### src/rtl/mips_int_ctrl_pkg.sv
// Shared types for the mips_int_ctrl interrupt controller.
// Holds the FSM state encoding and the config register map.
package mips_int_pkg;

   typedef enum logic [1:0] {
      IDLE    = 2'd0,
      REQ     = 2'd1,
      SERVICE = 2'd2
   } int_state_t;

   localparam logic [1:0] CFG_MASK = 2'd0;
   localparam logic [1:0] CFG_MODE = 2'd1;
   localparam logic [1:0] CFG_PEND = 2'd2;
   localparam logic [1:0] CFG_INSV = 2'd3;

endpackage

### src/rtl/mips_int_ctrl_if.sv
// CPU-side bus of the interrupt controller: config register port
// plus the req/ack/eoi handshake. master = CPU, slave = controller.
interface mips_int_ctrl_if #(
   parameter int NUM_IRQ = 8,
   parameter int ID_W    = 3
);
   logic               cfg_we;
   logic [1:0]         cfg_addr;
   logic [NUM_IRQ-1:0] cfg_wdata;
   logic [NUM_IRQ-1:0] cfg_rdata;
   logic               int_req;
   logic [ID_W-1:0]    int_id;
   logic               int_ack;
   logic               int_eoi;

   modport master (
      output cfg_we, cfg_addr, cfg_wdata, int_ack, int_eoi,
      input  cfg_rdata, int_req, int_id
   );

   modport slave (
      input  cfg_we, cfg_addr, cfg_wdata, int_ack, int_eoi,
      output cfg_rdata, int_req, int_id
   );
endinterface

### src/rtl/mips_int_ctrl_prio_enc.sv
// Lowest-index-first priority encoder.
// Ports: vec (request vector) -> valid (any set), idx (winner).
module mips_prio_enc #(
   parameter int NUM_IRQ = 8,
   parameter int ID_W    = 3
) (
   input  logic [NUM_IRQ-1:0] vec,
   output logic               valid,
   output logic [ID_W-1:0]    idx
);

   always_comb begin
      valid = |vec;
      idx   = '0;
      // Scan downwards so the lowest set index is written last.
      for (int i = NUM_IRQ - 1; i >= 0; i--) begin
         if (vec[i]) idx = ID_W'(i);
      end
   end

endmodule

### src/rtl/mips_int_ctrl.sv
// Multi-source interrupt controller: sync, edge/level pending, mask,
// fixed priority, req/ack/eoi FSM. Ports: clk, rst, irq_in, bus (slave).
module mips_int_ctrl
   import mips_int_pkg::*;
#(
   parameter int NUM_IRQ     = 8,
   parameter int ID_W        = 3,
   parameter int SYNC_STAGES = 2
) (
   input  logic               clk,
   input  logic               rst,
   input  logic [NUM_IRQ-1:0] irq_in,
   mips_int_ctrl_if.slave     bus
);

   logic [NUM_IRQ-1:0] sync_q [SYNC_STAGES];
   logic [NUM_IRQ-1:0] s, s_d;
   logic [NUM_IRQ-1:0] mask_q, mode_q, pend_q, insv_q;
   logic [NUM_IRQ-1:0] pend_d, eligible;
   logic [NUM_IRQ-1:0] ack_vec, w1c_vec, edge_nxt;
   logic [ID_W-1:0]    win_id;
   logic               win_vld;
   logic               ack_fire;
   int_state_t         state;

   assign s = sync_q[SYNC_STAGES-1];

   always_ff @(posedge clk or posedge rst) begin
      if (rst) begin
         for (int k = 0; k < SYNC_STAGES; k++) sync_q[k] <= '0;
         s_d <= '0;
      end else begin
         sync_q[0] <= irq_in;
         for (int k = 1; k < SYNC_STAGES; k++) sync_q[k] <= sync_q[k-1];
         s_d <= s;
      end
   end

   assign ack_fire = (state == REQ) && bus.int_ack;
   assign ack_vec  = ack_fire ? (NUM_IRQ'(1) << bus.int_id) : '0;
   assign w1c_vec  = (bus.cfg_we && bus.cfg_addr == CFG_PEND)
                     ? bus.cfg_wdata : '0;
   // A fresh rising edge beats any clear in the same cycle.
   assign edge_nxt = (s & ~s_d) | (pend_q & ~(ack_vec | w1c_vec));

   always_comb begin
      pend_d = (mode_q & edge_nxt) | (~mode_q & s);
      if (bus.cfg_we && bus.cfg_addr == CFG_MODE)
         pend_d = pend_d & ~(bus.cfg_wdata ^ mode_q);
   end

   always_ff @(posedge clk or posedge rst) begin
      if (rst) begin
         mask_q <= '0;
         mode_q <= '1;
         pend_q <= '0;
      end else begin
         pend_q <= pend_d;
         if (bus.cfg_we && bus.cfg_addr == CFG_MASK)
            mask_q <= bus.cfg_wdata;
         if (bus.cfg_we && bus.cfg_addr == CFG_MODE)
            mode_q <= bus.cfg_wdata;
      end
   end

   assign eligible = pend_q & mask_q;

   mips_prio_enc #(
      .NUM_IRQ (NUM_IRQ),
      .ID_W    (ID_W)
   ) u_prio (
      .vec   (eligible),
      .valid (win_vld),
      .idx   (win_id)
   );

   always_ff @(posedge clk or posedge rst) begin
      if (rst) begin
         state       <= IDLE;
         bus.int_req <= 1'b0;
         bus.int_id  <= '0;
         insv_q      <= '0;
      end else begin
         unique case (state)
            IDLE: begin
               if (win_vld) begin
                  state       <= REQ;
                  bus.int_req <= 1'b1;
                  bus.int_id  <= win_id;
               end
            end
            REQ: begin
               if (bus.int_ack) begin
                  state       <= SERVICE;
                  bus.int_req <= 1'b0;
                  insv_q      <= insv_q | ack_vec;
               end else if (!eligible[bus.int_id]) begin
                  state       <= IDLE;
                  bus.int_req <= 1'b0;
               end
            end
            SERVICE: begin
               if (bus.int_eoi) begin
                  state  <= IDLE;
                  insv_q <= '0;
               end
            end
            default: begin
               state       <= IDLE;
               bus.int_req <= 1'b0;
            end
         endcase
      end
   end

   always_comb begin
      bus.cfg_rdata = '0;
      case (bus.cfg_addr)
         CFG_MASK: bus.cfg_rdata = mask_q;
         CFG_MODE: bus.cfg_rdata = mode_q;
         CFG_PEND: bus.cfg_rdata = pend_q;
         CFG_INSV: bus.cfg_rdata = insv_q;
         default:  bus.cfg_rdata = '0;
      endcase
   end

endmodule

### src/flat_wrapper.sv
// flat-port wrapper written by rule: the top's interface ports become plain ports
module mips_int_ctrl_flat import mips_int_pkg::*;
#(
   parameter int NUM_IRQ     = 8,
   parameter int ID_W        = 3,
   parameter int SYNC_STAGES = 2
)
  (clk, rst, irq_in, bus_cfg_we, bus_cfg_addr, bus_cfg_wdata, bus_int_ack, bus_int_eoi, bus_cfg_rdata, bus_int_req, bus_int_id);
  mips_int_ctrl_if #(.NUM_IRQ(NUM_IRQ), .ID_W(ID_W)) bus_i ();
  input  logic clk;
  input  logic rst;
  input  logic [NUM_IRQ-1:0] irq_in;
  input wire logic [$bits(bus_i.cfg_we)-1:0] bus_cfg_we;
  input wire logic [$bits(bus_i.cfg_addr)-1:0] bus_cfg_addr;
  input wire logic [$bits(bus_i.cfg_wdata)-1:0] bus_cfg_wdata;
  input wire logic [$bits(bus_i.int_ack)-1:0] bus_int_ack;
  input wire logic [$bits(bus_i.int_eoi)-1:0] bus_int_eoi;
  output wire logic [$bits(bus_i.cfg_rdata)-1:0] bus_cfg_rdata;
  output wire logic [$bits(bus_i.int_req)-1:0] bus_int_req;
  output wire logic [$bits(bus_i.int_id)-1:0] bus_int_id;
  assign bus_i.cfg_we = bus_cfg_we;
  assign bus_i.cfg_addr = bus_cfg_addr;
  assign bus_i.cfg_wdata = bus_cfg_wdata;
  assign bus_i.int_ack = bus_int_ack;
  assign bus_i.int_eoi = bus_int_eoi;
  assign bus_cfg_rdata = bus_i.cfg_rdata;
  assign bus_int_req = bus_i.int_req;
  assign bus_int_id = bus_i.int_id;
  mips_int_ctrl #(.NUM_IRQ(NUM_IRQ), .ID_W(ID_W), .SYNC_STAGES(SYNC_STAGES)) u_core (.clk(clk), .rst(rst), .irq_in(irq_in), .bus(bus_i));
endmodule
### config.mk
export PLATFORM = sky130hd
export DESIGN_NAME = mips_int_ctrl_flat
export DESIGN_NICKNAME = d
export VERILOG_FILES = /design/src/rtl/mips_int_ctrl_pkg.sv /design/src/rtl/mips_int_ctrl_if.sv /design/src/rtl/mips_int_ctrl_prio_enc.sv /design/src/rtl/mips_int_ctrl.sv /design/src/flat_wrapper.sv
export SDC_FILE = /design/constraint.sdc
export NUM_CORES = 1
export LEC_CHECK = 0
export ABC_CLOCK_PERIOD_IN_PS = 2100
export CORE_MARGIN = 5
export CORE_UTILIZATION = 50
export CTS_CLUSTER_DIAMETER = 120
export DETAILED_ROUTE_END_ITERATION = 8
export PLACE_DENSITY = 0.86
export SYNTH_ARGS = -nofsm -noshare
export SYNTH_HDL_FRONTEND = slang
export SYNTH_HIERARCHICAL = 1
export SYNTH_SLANG_ARGS = --single-unit
export TNS_END_PERCENT = 10
### constraint.sdc
create_clock -name clk -period 2.1 [get_ports clk]
set_input_delay 0.525 -clock clk [delete_from_list [all_inputs] [get_ports clk]]
set_output_delay 0.525 -clock clk [all_outputs]
set_load 0.1 [all_outputs]
==> summary.md, run 1 <==
| Metric | Value |
|---|---|
| Post-Synth Simple-Gate Area | `0.180` |
| Pre-antenna DRT Iters | `4` |
| Site Rows | `27` |
| Gate Count Post-Synth | `249` |
| Commonest non-fill, non-tap cell in the layout | `dfrtp_1` |
| XOR/XNOR Fraction of Synth Area | `0.0214` |
| Crit path DAT | `1.52 ns` |
| Post-synth EDFFs | `0` |
| Worst hold stages | `0` |
| CP peak stage delay | `roughly 0.53 ns` |
| Layout cells sized above 1 | `0.256` |
| Fin. max-slew vios | `0` |
| Die area | `roughly 7300 um^2` |
| Clk root buf | `clkbuf_8` |
| Syn-to-layout area delta | `28.3%` |
| Max Root-Sink Buffers | `2` |
| Routed Antenna Nets | `0` |
| Mapped cell area | `approximately 2900 um^2` |
| CTS tree | `yes` |
| Adder-Cell Fraction of Synth Area | `0` |
| Period minus WS final | `2.05 ns` |
| Drt drc | `0` |
| Synth Area in Compound Gates | `0.119` |
| Num CTS Buffers | `9` |
| Fin area | `between 3000 and 4000 um^2` |
| Max cap viols | `0` |
| Worst r2r path cells | `5` |
| Synth Area per Inst | `between 10 and 15 um^2` |
| Critical Path RT | `1.57 ns` |
| Peak VDD IR | `around 0.66 mV` |
| Fmax | `approximately 0.49 GHz` |
| Pre-CTS setup slack | `-0.377 ns` |
| CTS Hold Bufs | `0` |
| Leak | `roughly 1.6 nW` |
| Worst Tran Pin Value | `between 0.5 and 0.6 ns` |
| Pwr Density | `between 1000 and 1500 nW/um^2` |
| Placed wire-length estimate | `about 4600 um` |
| Core box area | `~5500 um^2` |
| CP Capture Type | `output port` |
| Global-route wire length before repair | `between 10,000 and 15,000 um` |
| HP Class | `register to register` |
| Crit path cell chain | `buf_4 -> buf_12 -> mux4_2 -> buf_12` |
| N_diodes | `0` |
| Pin count of the biggest net entering global routing | `63` |
| Initial antenna violation count | `0` |
| Initial Util | `0.517` |
| Clock Sinks | `62` |
| Period utilization | `0.975` |
| Most frequent cells in the layout | `dfrtp_1 (54), nand2_1 (51), clkdlybuf4s50_1 (20)` |
| Vias per cell | `about 6` |
| Largest family of logic cells by synthesized area | `simple AND/OR/NAND/NOR gates` |
| CP max stage cell | `mux4_2` |
| Critical Path Fanout Max | `5` |
| Fillers | `about 420` |
| Die Wd | `85.7 um` |
| Nets@finish | `~330` |
| Initial DRC count | `224` |
| Outcome | `completed` |
| Clock skew | `between 0.005 and 0.006 ns` |
| Worst hold margin | `between 0.3 and 0.4 ns` |
| Top FF cell, synth | `dfrtp_1` |
| Warning count from the yosys run | `6` |
| GPL Wtd Cong | `0.862` |
| Setup ws final | `0.0524 ns` |
| Critical path class | `input port to output port` |
| Synth cell types | `45` |
| Worst-Skew Late Latency | `0.34 ns` |
| Port Buffers | `34` |
| Die span in y | `approximately 86 um` |
| Clock transition at path regs | `around 0.06 ns` |
| Total track usage | `0.199` |
| Post-route core utilization | `0.663` |
| Vias in the first global route | `2,308` |
| WL final | `around 6600 um` |
| Vias | `between 2,000 and 2,500` |
| Unrepaired setup endpoints after global routing | `no` |
| DR WL/cell | `between 15 and 20 um` |
| H-tree lvl count | `3` |
| Post-Syn Nets | `272` |
| Asr flop ratio synth | `1.00` |
| Register area share after synthesis | `0.545` |
| Hold Vio Cnt, Final | `0` |
| Total grt overflow | `0` |
| Worst slew margin | `0.634` |
| Final setup fails | `0` |
| Post-synthesis mux area share | `0.106` |
| Post-placement cell area | `about 3500 um^2` |
| Flops & latches, synth | `62` |
| # IOs | `35` |
| Most frequent CP cell | `buf_12` |
| Startpoint types | `input port` |
## per-layer routing
metal / vias up / track usage / wire length (um)
li1: 994 / - / -
met1: 1106 / 0.250 / 2650
met2: 88 / 0.307 / 3260
met3: 12 / 0.0653 / 588
met4: 0 / 0.102 / 111
met5: - / 0 / 0
## timing repair
item,CTS,global route
endpoints found under the setup margin,8,0
setup buffers,2,0
resized for setup,10,0
## layout make-up
class                      instances  area, um^2  share of cell area
clock buffer                      12         145              0.0395
clock inverter                     2        10.0             0.00272
inverter                           4        15.0             0.00409
multi-input combinational        173        1220               0.332
sequential                        62        1560               0.425
tap                               72        90.1              0.0245
timing repair buffer              52         631               0.172
## cell usage after synthesis (2+ instances only)
master | n | share of area
nor2_1 | 11 | 0.014
o211ai_1 | 5 | 0.013
nand3_1 | 2 | 0.0035
nand4_1 | 2 | 0.0044
dfrtp_1 | 54 | 0.47
nor2b_1 | 3 | 0.0066
o21ai_0 | 5 | 0.0087
buf_4 | 4 | 0.010
nand2_1 | 51 | 0.067
nand4b_1 | 3 | 0.0092
a211oi_1 | 3 | 0.0079
a21o_1 | 2 | 0.0052
nand3b_1 | 3 | 0.0079
a31o_2 | 3 | 0.0092
buf_2 | 4 | 0.0070
and3b_1 | 3 | 0.0092
o22ai_1 | 8 | 0.017
o21a_1 | 8 | 0.021
a221o_1 | 2 | 0.0070
inv_1 | 4 | 0.0052
dfstp_2 | 8 | 0.073
xnor2_1 | 4 | 0.012
xor2_1 | 3 | 0.0092
and2_1 | 7 | 0.015
nand2b_1 | 5 | 0.011
a21oi_1 | 5 | 0.0087
mux2_2 | 11 | 0.043
mux4_2 | 8 | 0.063
nor3_1 | 2 | 0.0035
## stage by stage
step                TNS (ns)  total power (W)  std cells
finish                     0          0.00432        377
global route               0          0.00453        377
global placement       -4.02          0.00340        360
CTS                        0          0.00433        377
detailed placement     -4.53          0.00345        360
floorplan                  0          0.00285        249
## report_power, final
part           internal [W]  leakage (nW)  switching [W]
registers           0.00144         0.733       0.000265
clock network      0.000443        0.0821       0.000416
logic              0.000740         0.759        0.00102
## critical path, delay by kind of cell
kind,cells,cell delay [ns]
buf+inv,3,0.45
mux,1,0.53
## kinds of logic after synthesis
family	Yosys count
and+or+nand+nor	99
DFF	62
AOI/OAI and AO/OA	48
muxes	19
buffers and inverters	14
xor gates and xnor gates	7
## path summary, 6_finish.rpt
check | from | to | slack [ns]
min in group asynchronous | rst | u_core/s[3] | 0.55
setup / recovery | bus_cfg_addr[0] | bus_cfg_rdata[0] | 0.05
hold reg to reg | u_core/sync_q[10] | u_core/s[2] | 0.35
hold / removal | u_core/sync_q[10] | u_core/s[2] | 0.35
max in group asynchronous | rst | u_core/mode_q[5] | 1.22
setup reg to reg | u_core/pend_q[5] | u_core/bus.int_id[2] | 0.46
## state kept, by name (all words and copies together), names as in the netlist, 3 cells and up
name and cells:
u_core/mode_q 8, u_core/s_d 8, u_core/pend_q 8, u_core/s 8
u_core/sync_q 8, u_core/mask_q 8, u_core/insv_q 8, u_core/bus.int_id 3
Note: power is estimated with default switching activity, not from simulation.
==> run 2, diff against run 1 <==
- CORE_UTILIZATION: 50 -> 52
- CTS_BUF_LIST: default -> sky130_fd_sc_hd__clkbuf_4
- PLACE_DENSITY: 0.86 -> 0.88
==> summary.md, run 2 (synthesis gave the netlist of run 1 again) <==
| Metric | Value |
|---|---|
| Port Buffers | `34 (unchanged)` |
| Fmax | `0.481 GHz (-1.5%)` |
| Pre-antenna DRT Iters | `5 (+1)` |
| Worst slew margin | `0.633 (-0.00143)` |
| Vias in the first global route | `2,265 (-1.9%)` |
| Initial DRC count | `160 (-29%)` |
| Pin count of the biggest net entering global routing | `37 (-41%)` |
| Vias | `2,261 (+2.8%)` |
| Initial Util | `0.526 (+0.00963)` |
| Clock Sinks | `62 (unchanged)` |
| Post-route core utilization | `0.685 (+0.0222)` |
| CP Depth | `2 (-2)` |
| Site Rows | `27 (unchanged)` |
| Outcome | `completed` |
| Non-Filler Instances | `385 (+2.1%)` |
| Clock skew | `0.0153 ns (+0.0102 ns)` |
| Routed Antenna Nets | `0 (unchanged)` |
| WL final | `6810 um (+3.1%)` |
| HP Class | `register to register` |
| Crit path buf inv count | `1 (-2)` |
| Initial antenna violation count | `0 (unchanged)` |
| Vias per cell | `5.87 (+0.64%)` |
| Crit path DAT | `1.55 ns (+0.03 ns)` |
| Clock transition at path regs | `0.11 ns (+0.05 ns)` |
| Nets@finish | `331 (+1.8%)` |
| Leak | `1.61 nW (+2.0%)` |
| Syn-to-layout area delta | `30.2%` |
| Critical Path RT | `1.57 ns (about the same)` |
| Period utilization | `0.989 (+0.0144)` |
| Placed Cells | `364 (+1.1%)` |
| Placed wire-length estimate | `4630 um (+1.5%)` |
| Peak VDD IR | `0.693 mV (+4.6%)` |
| Hold Vio Cnt, Final | `0 (unchanged)` |
| H-tree lvl count | `3 (unchanged)` |
| Worst hold margin | `0.357 ns (+0.00874 ns)` |
| Pwr Density | `1190 nW/um^2 (+0.89%)` |
| Layout cells sized above 1 | `0.275 (+0.0190)` |
| Total track usage | `0.205 (+0.00654)` |
| Core box area | `5440 um^2 (-1.8%)` |
| DR WL/cell | `17.7 um (+0.98%)` |
| R2r setup slk | `0.35 ns (-0.11 ns)` |
| Final setup fails | `0 (unchanged)` |
| Drt drc | `0 (unchanged)` |
| Die area | `7090 um^2 (-3.4%)` |
| Max cap viols | `0 (unchanged)` |
| Critical path class | `register to output port` |
| Commonest non-fill, non-tap cell in the layout | `dfrtp_1` |
| Most frequent cells in the layout | `dfrtp_1 (54), nand2_1 (51), buf_4 (21)` |
| Startpoint types | `register` |
| Global-route wire length before repair | `11,200 um (-0.36%)` |
| Worst-Skew Late Latency | `0.41 ns (+0.07 ns)` |
| CP Capture Type | `output port` |
| Fin. max-slew vios | `0 (unchanged)` |
| CP max stage cell | `mux4_2` |
| GPL Wtd Cong | `0.887 (+2.9%)` |
| Die Wd | `84.2 um (-1.7%)` |
| Die span in y | `84.2 um (-1.7%)` |
| Worst r2r path cells | `6 (+1)` |
| CTS Hold Bufs | `0 (unchanged)` |
| Critical Path Fanout Max | `4 (-1)` |
| Total grt overflow | `0 (unchanged)` |
| Num CTS Buffers | `9 (unchanged)` |
| Worst hold stages | `0 (unchanged)` |
| Max Root-Sink Buffers | `2 (unchanged)` |
| N_diodes | `0 (unchanged)` |
| Period minus WS final | `2.08 ns (+0.0302 ns)` |
| Post-placement cell area | `3520 um^2 (+1.2%)` |
| Worst Tran Pin Value | `0.551 ns (+0.00214 ns)` |
| Overall Power | `0.00442 W (+2.4%)` |
| CP top delay family | `multiplexers` |
| Clk root buf | `clkbuf_4` |
| Fin area | `3730 um^2 (+1.5%)` |
| # IOs | `35 (unchanged)` |
| CTS tree | `yes` |
| Unrepaired setup endpoints after global routing | `yes` |
| CP peak stage delay | `0.52 ns (about the same)` |
| Crit path cell chain | `mux4_2 -> buf_12` |
## run 2: changes by cell type in the layout (fill, tap and decap cells not counted), sizes merged
cell	delta
buf	+6
clkinvlp	+1
bufinv	+2
clkdlybuf4s15	-1
## run 2: final cells by class
type	instances	area [um^2]
clock buffers	11	82.6
clock inverters	5	75.1
fillers	390	1710
inverters	4	15.0
multi-input cells	173	1220
flip-flops and latches	62	1560
well taps	72	90.1
repair buffers	58	682
## run 2: per-stage QoR
step | TNS (ns) | setup slack, ns
6_report | 0 | 0.0221
5_1_grt | -0.107 | -0.0306
4_1_cts | -0.00530 | -0.00530
3_5_place_dp | -6.34 | -0.383
3_3_place_gp | -5.44 | -0.359
2_1_floorplan | 0 | 0.0000864
## run 2: where the power goes
group          switching, W  internal (W)
registers          0.000245       0.00144
logic               0.00105      0.000760
clock network      0.000426      0.000502
total               0.00173       0.00270
## run 2: per-layer routing
| layer | vias up | global-route usage | routed length, um |
|---|---|---|---|
| met5 | - | 0 | 0 |
| met4 | 0 | 0.126 | 240 |
| met3 | 27 | 0.0550 | 407 |
| met2 | 97 | 0.326 | 3350 |
| met1 | 1120 | 0.249 | 2810 |
| li1 | 1017 | - | - |
## run 2: repair_timing
action,4_1_cts,5_1_grt
endpoints found under the setup margin,8,6
setup buffers,0,4
cloned,1,0
gates resized for setup,9,1
## run 2: worst paths after layout
path / from / endpoint
min: u_core/sync_q[14] / u_core/s[6]
min reg2reg: u_core/sync_q[14] / u_core/s[6]
min in group asynchronous: rst / u_core/sync_q[11]
max in group asynchronous: rst / u_core/mode_q[4]
max: u_core/pend_q[1] / bus_cfg_rdata[1]
max reg2reg: u_core/pend_q[7] / u_core/bus.int_id[1]
